<file path="src/rtl/pb_conditioner.sv">
// pb_conditioner: synchronises and debounces the two active-low sequence
// keys, then turns clean presses into single-cycle active-low step pulses
// for the sequencer, with auto-repeat while exactly one key is held.
// Holding both keys suppresses all pulses until one of them is released.
module pb_conditioner #(
  parameter int DEBOUNCE_CYCLES = 1_000_000,
  parameter int REPEAT_DELAY    = 25_000_000,
  parameter int REPEAT_PERIOD   = 5_000_000
) (
  input  logic       CLK_50,
  input  logic       reset,
  input  logic       key_up_n,
  input  logic       key_dn_n,
  output logic       pb_seq_up,
  output logic       pb_seq_dn,
  output logic [1:0] btn_held
);

  localparam int CW   = $clog2(DEBOUNCE_CYCLES + 1);
  localparam int TMAX = (REPEAT_DELAY > REPEAT_PERIOD) ? REPEAT_DELAY : REPEAT_PERIOD;
  localparam int TW   = $clog2(TMAX + 1);

  localparam logic [CW-1:0] DB_LAST  = CW'(DEBOUNCE_CYCLES - 1);
  localparam logic [TW-1:0] T_DELAY  = TW'(REPEAT_DELAY);
  localparam logic [TW-1:0] T_PERIOD = TW'(REPEAT_PERIOD);
  localparam logic [TW-1:0] T_ONE    = TW'(32'd1);
  localparam logic [TW-1:0] T_ZERO   = TW'(32'd0);

  typedef enum logic [1:0] {
    ST_IDLE   = 2'd0,
    ST_SINGLE = 2'd1,
    ST_BOTH   = 2'd2
  } state_t;

  // Bit 1 is the up key, bit 0 the down key, throughout.
  logic [1:0]    raw_s;
  logic [1:0]    sync1_r;
  logic [1:0]    sync2_r;
  logic [CW-1:0] cnt_r [2];
  logic [1:0]    diff_s;
  logic [1:0]    flip_s;
  logic [1:0]    next_held_s;
  state_t        state_r;
  logic [TW-1:0] timer_r;
  logic          req_up_r;
  logic          req_dn_r;

  assign raw_s = {key_up_n, key_dn_n};

  // Two-flop synchroniser per key; released (1) out of reset.
  always_ff @(posedge CLK_50 or posedge reset) begin
    if (reset) begin
      sync1_r <= 2'b11;
      sync2_r <= 2'b11;
    end else begin
      sync1_r <= raw_s;
      sync2_r <= sync1_r;
    end
  end

  // Detect disagreement with the stable level and the cycle the count completes.
  always_comb begin
    diff_s = 2'b00;
    flip_s = 2'b00;
    for (int i = 0; i < 2; i++) begin
      // Synchronised level is active-low, held level is active-high.
      diff_s[i] = ((~sync2_r[i]) != btn_held[i]);
      flip_s[i] = diff_s[i] && (cnt_r[i] == DB_LAST);
    end
  end

  assign next_held_s = btn_held ^ flip_s;

  // Debounce counters and stable levels; any agreement restarts the count.
  always_ff @(posedge CLK_50 or posedge reset) begin
    if (reset) begin
      cnt_r[0] <= {CW{1'b0}};
      cnt_r[1] <= {CW{1'b0}};
      btn_held <= 2'b00;
    end else begin
      for (int i = 0; i < 2; i++) begin
        if (!diff_s[i] || flip_s[i]) begin
          cnt_r[i] <= {CW{1'b0}};
        end else begin
          cnt_r[i] <= cnt_r[i] + {{(CW-1){1'b0}}, 1'b1};
        end
      end
      btn_held <= next_held_s;
    end
  end

  // Shared control: tracks how many keys are held, runs the repeat timer,
  // and raises a one-cycle pulse request on the edge a level change lands.
  always_ff @(posedge CLK_50 or posedge reset) begin
    if (reset) begin
      state_r  <= ST_IDLE;
      timer_r  <= T_ZERO;
      req_up_r <= 1'b0;
      req_dn_r <= 1'b0;
    end else begin
      req_up_r <= 1'b0;
      req_dn_r <= 1'b0;
      case (next_held_s)
        2'b00: begin
          state_r <= ST_IDLE;
          timer_r <= T_ZERO;
        end
        2'b11: begin
          state_r <= ST_BOTH;
          timer_r <= T_ZERO;
        end
        default: begin
          state_r <= ST_SINGLE;
          if ((state_r == ST_SINGLE) && (next_held_s == btn_held)) begin
            // Same key still held: count down towards the next repeat.
            if (timer_r == T_ONE) begin
              req_up_r <= next_held_s[1];
              req_dn_r <= next_held_s[0];
              timer_r  <= T_PERIOD;
            end else if (timer_r != T_ZERO) begin
              timer_r <= timer_r - T_ONE;
            end else begin
              timer_r <= timer_r;
            end
          end else begin
            // Fresh single-key hold; only a real press (not leaving BOTH) pulses.
            timer_r <= T_DELAY;
            if (state_r != ST_BOTH) begin
              req_up_r <= next_held_s[1];
              req_dn_r <= next_held_s[0];
            end else begin
              req_up_r <= 1'b0;
              req_dn_r <= 1'b0;
            end
          end
        end
      endcase
    end
  end

  // Registered active-low pulses; a request right after any low cycle is
  // dropped so the outputs are never low on consecutive cycles.
  always_ff @(posedge CLK_50 or posedge reset) begin
    if (reset) begin
      pb_seq_up <= 1'b1;
      pb_seq_dn <= 1'b1;
    end else begin
      pb_seq_up <= ~(req_up_r & pb_seq_up & pb_seq_dn);
      pb_seq_dn <= ~(req_dn_r & pb_seq_up & pb_seq_dn);
    end
  end

endmodule

</file>
<file path="config.mk">
export PLATFORM = sky130hd
export DESIGN_NAME = pb_conditioner
export DESIGN_NICKNAME = d
export VERILOG_FILES = /design/src/rtl/pb_conditioner.sv
export SDC_FILE = /design/constraint.sdc
export NUM_CORES = 1
export LEC_CHECK = 0
export CELL_PAD_IN_SITES_DETAIL_PLACEMENT = 0
export CELL_PAD_IN_SITES_GLOBAL_PLACEMENT = 1
export CORE_MARGIN = 2
export CORE_UTILIZATION = 40
export DETAILED_ROUTE_END_ITERATION = 6
export PLACE_DENSITY = 0.76
export SYNTH_ARGS = -nofsm -noshare
export SYNTH_HDL_FRONTEND = slang
export SYNTH_SLANG_ARGS = --single-unit
</file>
<file path="constraint.sdc">
create_clock -name CLK_50 -period 8.6 [get_ports CLK_50]
set_input_delay 2.15 -clock CLK_50 [delete_from_list [all_inputs] [get_ports CLK_50]]
set_output_delay 2.15 -clock CLK_50 [all_outputs]
set_load 0.03 [all_outputs]
</file>
; ---- Word-level counts from Yosys, hierarchy flattened
; Cells that the tools add are included.
[totals]
ff_bits = 77
latchBits = 0
ram_bits = 0
rom_bits = 0
out_inout_bits = 4
elab_cells = 58
mem_count = 0
[classes]
addsub = 3
mul = 0
div = 0
n_lt_le_gt_ge = 0
eq_ne = 10
n_shift = 0
muxes = 15
n_bitwise = 9
n_reduce_logical = 10
[op_table]
columns = cell, count
row1 = 25-bit 2-to-1 mux, 4
row2 = "20-bit by 1-bit adder with 20-bit output, second input constant", 2
row3 = "20-bit == test, second input constant", 2
row4 = 20-bit 2-to-1 mux, 2
row5 = "25-bit by 1-bit == test with 1-bit output, second input constant", 1
row6 = 25-bit nonzero test, 1
row7 = "25-bit by 1-bit subtractor with 25-bit output, second input constant", 1
row8 = 1-bit 2-to-1 mux, 8
row9 = 1-bit bitwise AND, 4
row10 = "4-bit by 2-bit inequality test with 1-bit output, second input constant", 1
row11 = 1-bit NOT, 4
row12 = 2-bit one-hot mux with 2 select lines, 1
row13 = 1-bit logical AND, 3
row14 = "2-bit by 1-bit == test with 1-bit output, second input constant", 1
row15 = 2-bit == test, 1
row16 = "2-bit == test, second input constant", 1
row17 = 1-bit logical NOT, 2
row18 = 2-bit logical NOT, 1
row19 = 1-bit logical OR, 2
row20 = 1-bit inequality test, 2
row21 = "2-bit inequality test, second input constant", 1
row22 = 2-bit OR reduction, 1
row23 = 2-bit XOR, 1

; ---- Longest topological paths before layout
[logic_depth]
ltp_word = 8
ltp_mapped = 12

; ---- Worst setup path before layout
; OpenSTA, ideal clock, no wires.
[synth_path]
path_kind = register to register
from = register cnt_r[26] (netlist bit)
to = register timer_r[12]
setup_ps = 119
arrival_time_ps = 2914
required_time_ps = 8481
slack_ps = 5567
stages_incl_launch_ff = 11
n_path_buf = 1
period_less_slack_ps = 3033
cell_sequence = dfrtp_1 > or4_1 > or4_4 > nor2_1 > mux2i_1 > ha_1 > buf_1 > a21oi_1 > nor3_1 > nor2_1 > o21a_1
[synth_via]
elab_chain_len = 7
elab_cells_between_ends = 11
[synth_rtl]
columns = element, line
row1 = start: declaration, 39  ; logic [CW-1:0] cnt_r [2];
row2 = start signal: indexed assignment, 83  ; cnt_r[i] <= {CW{1'b0}};
row3 = start signal: indexed assignment, 85  ; cnt_r[i] <= cnt_r[i] + {{(CW-1){1'b0}}, 1'b1};
row4 = 20-bit == test (*), 68  ; flip_s[i] = diff_s[i] && (cnt_r[i] == DB_LAST);
row5 = 1-bit logical AND (*), 68
row6 = 2-bit XOR (*), 72  ; assign next_held_s = btn_held ^ flip_s;
row7 = via next_held_s[0], 42  ; logic [1:0] next_held_s;
row8 = 2-bit == test, 114  ; if ((state_r == ST_SINGLE) && (next_held_s == btn_held)) begin
row9 = 1-bit logical AND, 114
row10 = 25-bit 2-to-1 mux, 114
row11 = 25-bit 2-to-1 mux, 103  ; case (next_held_s)
row12 = end signal: assignment, 121  ; timer_r <= timer_r - T_ONE;
row13 = end signal: assignment, 123  ; timer_r <= timer_r;
row14 = end: declaration, 44  ; logic [TW-1:0] timer_r;
; Mark *: on every way through the listed nets, which the timed path passes. The rest lies on a longest branch.
; A chain may end at the register's enable or synchronous reset.

; ---- Worst setup path after layout
[layout_path]
from = register pb_seq_up
to = output pb_seq_up
[layout_lines]
columns = element, line
row1 = start: declaration, 14  ; output logic pb_seq_up,
row2 = start signal: assignment, 148  ; pb_seq_up <= ~(req_up_r & pb_seq_up & pb_seq_dn);
; No word-level cell between the ends.

==> reports/metrics.yaml <==
power:
  switching_power_mw: 0.148
  p_int_mw: 0.476
  p_comb_share_pct: 2.6
  p_leak_nw: 1.92
  power_density_nw_per_um2: 146
  vdd_drop_max_mv: 0.0812
  p_seq_share_pct: 59.1
  p_clk_share_pct: 38.2
  p_sw_share_pct: 23.7
critical_path:
  r2r_start: "cnt_r[26]"
  cp-end-kind: "output port"
  r2r.worst_path.cells: 7
  r2r_end: "timer_r[6]"
  cp.arrival_ps: 1560
  worstSetupPathType: "flop to output port"
  cp_slowest_cell: "clkdlybuf4s50_1"
  crit_path_end: "pb_seq_up"
  crit_path_cell_trace: "clkdlybuf4s50_1"
  crit_buf_inv: 1
  crit_required_ps: 6450
  cp.depth: 1
  crit_path_start_kind: "flop"
  r2r_setup_slack_ps: 5430
  cp_slowest_stage_delay_ps: 660
  crit_family: "buffers and inverters"
  worstSetupStartpoint: "pb_seq_up"
  worst-path-max-fanout: 3
place:
  gp_congestion: 0.815
  hpwlAfterDp_um: 5070
  numPortBuffers: 7
logic_synthesis:
  ys.flop_type: "dfrtp_1"
  ys_top_cells_by_count: "dfrtp_1, nor2_1, xor2_1, nor3_1, nand2_1"
  yosysMostFrequentCell: "dfrtp_1"
  syn-instance-count: 387
  synth-seq-cells: 77
  syn_area_um2: 3920
  yosysTopAreaCell: "dfrtp_1"
  avgSynthCellArea_um2: 10.1
  ys_async_sr_fraction_pct: 100
  synth_edf_count: 0
  ys_top_cells_by_area: "dfrtp_1, xor2_1, nor2_1"
  syn_nets: 397
  synth_top_area_share_pct: 45.3
  yosys_warnings: 0
  ys_seq_area_share_pct: 49.3
  netlist-cell-type-count: 52
sta:
  tightest_slew_ps: 951
  fin_skew_ps: 12.0
  fmax_mhz: 269
  holdWs_ps: 358
  hold_viol_final: 0
  rsz0062_at_grt: "no"
  slew_headroom_pct: 36.6
  fin_crit_ps: 3710
  setup-tns-final_ps: 0
  finalMaxSlewViolations: 0
  period_share_pct: 43.2
  setup_viol: 0
detailed_routing:
  wl_per_cell_um: 13.9
  first_iter_violations: 162
  drt-pass1-iter-count: 4
  vias: 2789
  antenna_left: 0
  drc: 0
  wl_um: 7470
  viasPerCell: 5.20
floorplan:
  fp.coreArea_um2: 9640
  std_cell_rows: 36
  die-area_um2: 10600
  die_h_um: 103
  die_w_um: 103
  initial_utilization_pct: 40.7
  ios: 8
finish:
  drive_above_1_share_pct: 10.2
  postLayoutCoreUtil_pct: 44.2
  final-seq-area_um2: 1930
  final_nets: 408
  nFillCells: 940
  antenna_cells: 0
  syn2layout_area_growth_pct: 8.78
  multi_input_area_um2: 1860
clock_tree:
  ctsResizeCount: 0
  clk_pin_slew_ps: 80
  root_buffer: "clkbuf_8"
  post_cts_buffers: 0
  cts_made_buffers: 9
  clock_path_buffers: 2
  cts-htree-levels: 3
  ctsHoldBuffers: 0
  cts.sinks: 77
  cts_tree: "done"
  insertion_delay_ps: 340
run_status:
  outcome: "finished clean"
min_path:
  min_from: "sync1_r[1]"
  holdCritPathClass: "flop to flop"
grt:
  grt_pass1_vias: 2718
  grt_pass1_wl_um: 13300
  antenna_found_initial: 0
  grt_overflow: 0
  track_usage_pct: 16.0
  grt_max_degree: 78
job:
  maxCapViolCount: 0
[registers in the layout, summed over array words and instances (netlist names)]
name       flops
req_dn_r       1
timer_r       25
btn_held       2
sync2_r        2
state_r        2
pb_seq_up      1
sync1_r        2
cnt_r         40
req_up_r       1
pb_seq_dn      1
[power groups by stage]
stage | Clock, mW | Sequential [mW] | Combinational (mW)
3_5_place_dp | 0 | 0.376 | 0.0172
2_1_floorplan | 0 | 0.375 | 0.0132
5_1_grt | 0.264 | 0.369 | 0.0199
4_1_cts | 0.248 | 0.369 | 0.0173
6_report | 0.238 | 0.369 | 0.0165
3_3_place_gp | 0 | 0.376 | 0.0172
[how the worst min path moves through the flow]
| stage | endpoint | slack [ps] | cells after the start |
|---|---|---|---|
| global route | sync2_r[1] | 360 | 0 |
| floorplan | sync2_r[0] | 350 | 0 |
| finish | sync2_r[1] | 360 | 0 |
| detailed placement | sync2_r[1] | 350 | 0 |
| global placement | sync2_r[0] | 350 | 0 |
| CTS | sync2_r[1] | 360 | 0 |
[final cells by class]
| cell class | instances | area share [%] |
|---|---|---|
| clock buffer | 11 | 3.08 |
| sequential | 77 | 45.4 |
| clock inverter | 5 | 0.880 |
| inverter | 14 | 1.23 |
| tap | 133 | 3.90 |
| timing repair buffer | 9 | 2.00 |
| multi-input combinational | 287 | 43.5 |
[kinds of logic (layout without fill, tap and decap cells)]
| group | Yosys count | count (layout) | synth area share (%) |
|---|---|---|---|
| adder cells (fa/ha/maj) | 6 | 6 | 1.92 |
| AO/OA/AOI/OAI | 42 | 42 | 7.88 |
| buffers and inverters | 23 | 39 | 3.29 |
| XOR/XNOR | 50 | 50 | 11.2 |
| flip-flops | 77 | 77 | 49.3 |
| multiplexers | 2 | 2 | 0.543 |
| AND/OR/NAND/NOR | 187 | 187 | 25.9 |
[routing by layer]
| metal | vias up | GRT usage [%] | routed length [um] |
|---|---|---|---|
| li1 | 1389 | - | - |
| met1 | 1351 | 23.7 | 3740 |
| met2 | 43 | 23.6 | 3440 |
| met3 | 6 | 3.53 | 220 |
| met4 | 0 | 4.76 | 71 |
| met5 | - | 0 | 0 |
[stage by stage]
step	instances	instance area [um^2]	total power, mW	setup WS (ps)
3_5_place_dp	520	4100	0.393	5130
4_1_cts	536	4260	0.634	4870
6_report	536	4260	0.623	4890
3_3_place_gp	520	4100	0.393	5140
2_1_floorplan	387	3920	0.388	4490
5_1_grt	536	4260	0.654	4820
[cell usage in the layout (no fill, tap or decap), types with 3 or more instances in the layout]
master | Yosys | layout
nor3b_1 | 3 | 3
nor2_1 | 57 | 57
nand4_1 | 15 | 15
dfstp_2 | 6 | 6
inv_1 | 14 | 13
xor2_1 | 29 | 29
and3_1 | 5 | 5
o21ai_0 | 14 | 14
ha_1 | 6 | 6
xnor2_1 | 21 | 21
dfrtp_1 | 71 | 71
and4_1 | 3 | 3
or2_2 | 3 | 3
o31ai_1 | 5 | 5
clkdlybuf4s50_1 | 0 | 7
a211oi_1 | 6 | 6
a21oi_1 | 5 | 5
o21a_1 | 5 | 5
nand3_1 | 19 | 19
or4_1 | 4 | 4
or3_1 | 7 | 7
nor3_1 | 24 | 24
nand2_1 | 22 | 22
nor4_1 | 6 | 6
clkbuf_8 | 0 | 9
Power figures use the tool's default switching activity.
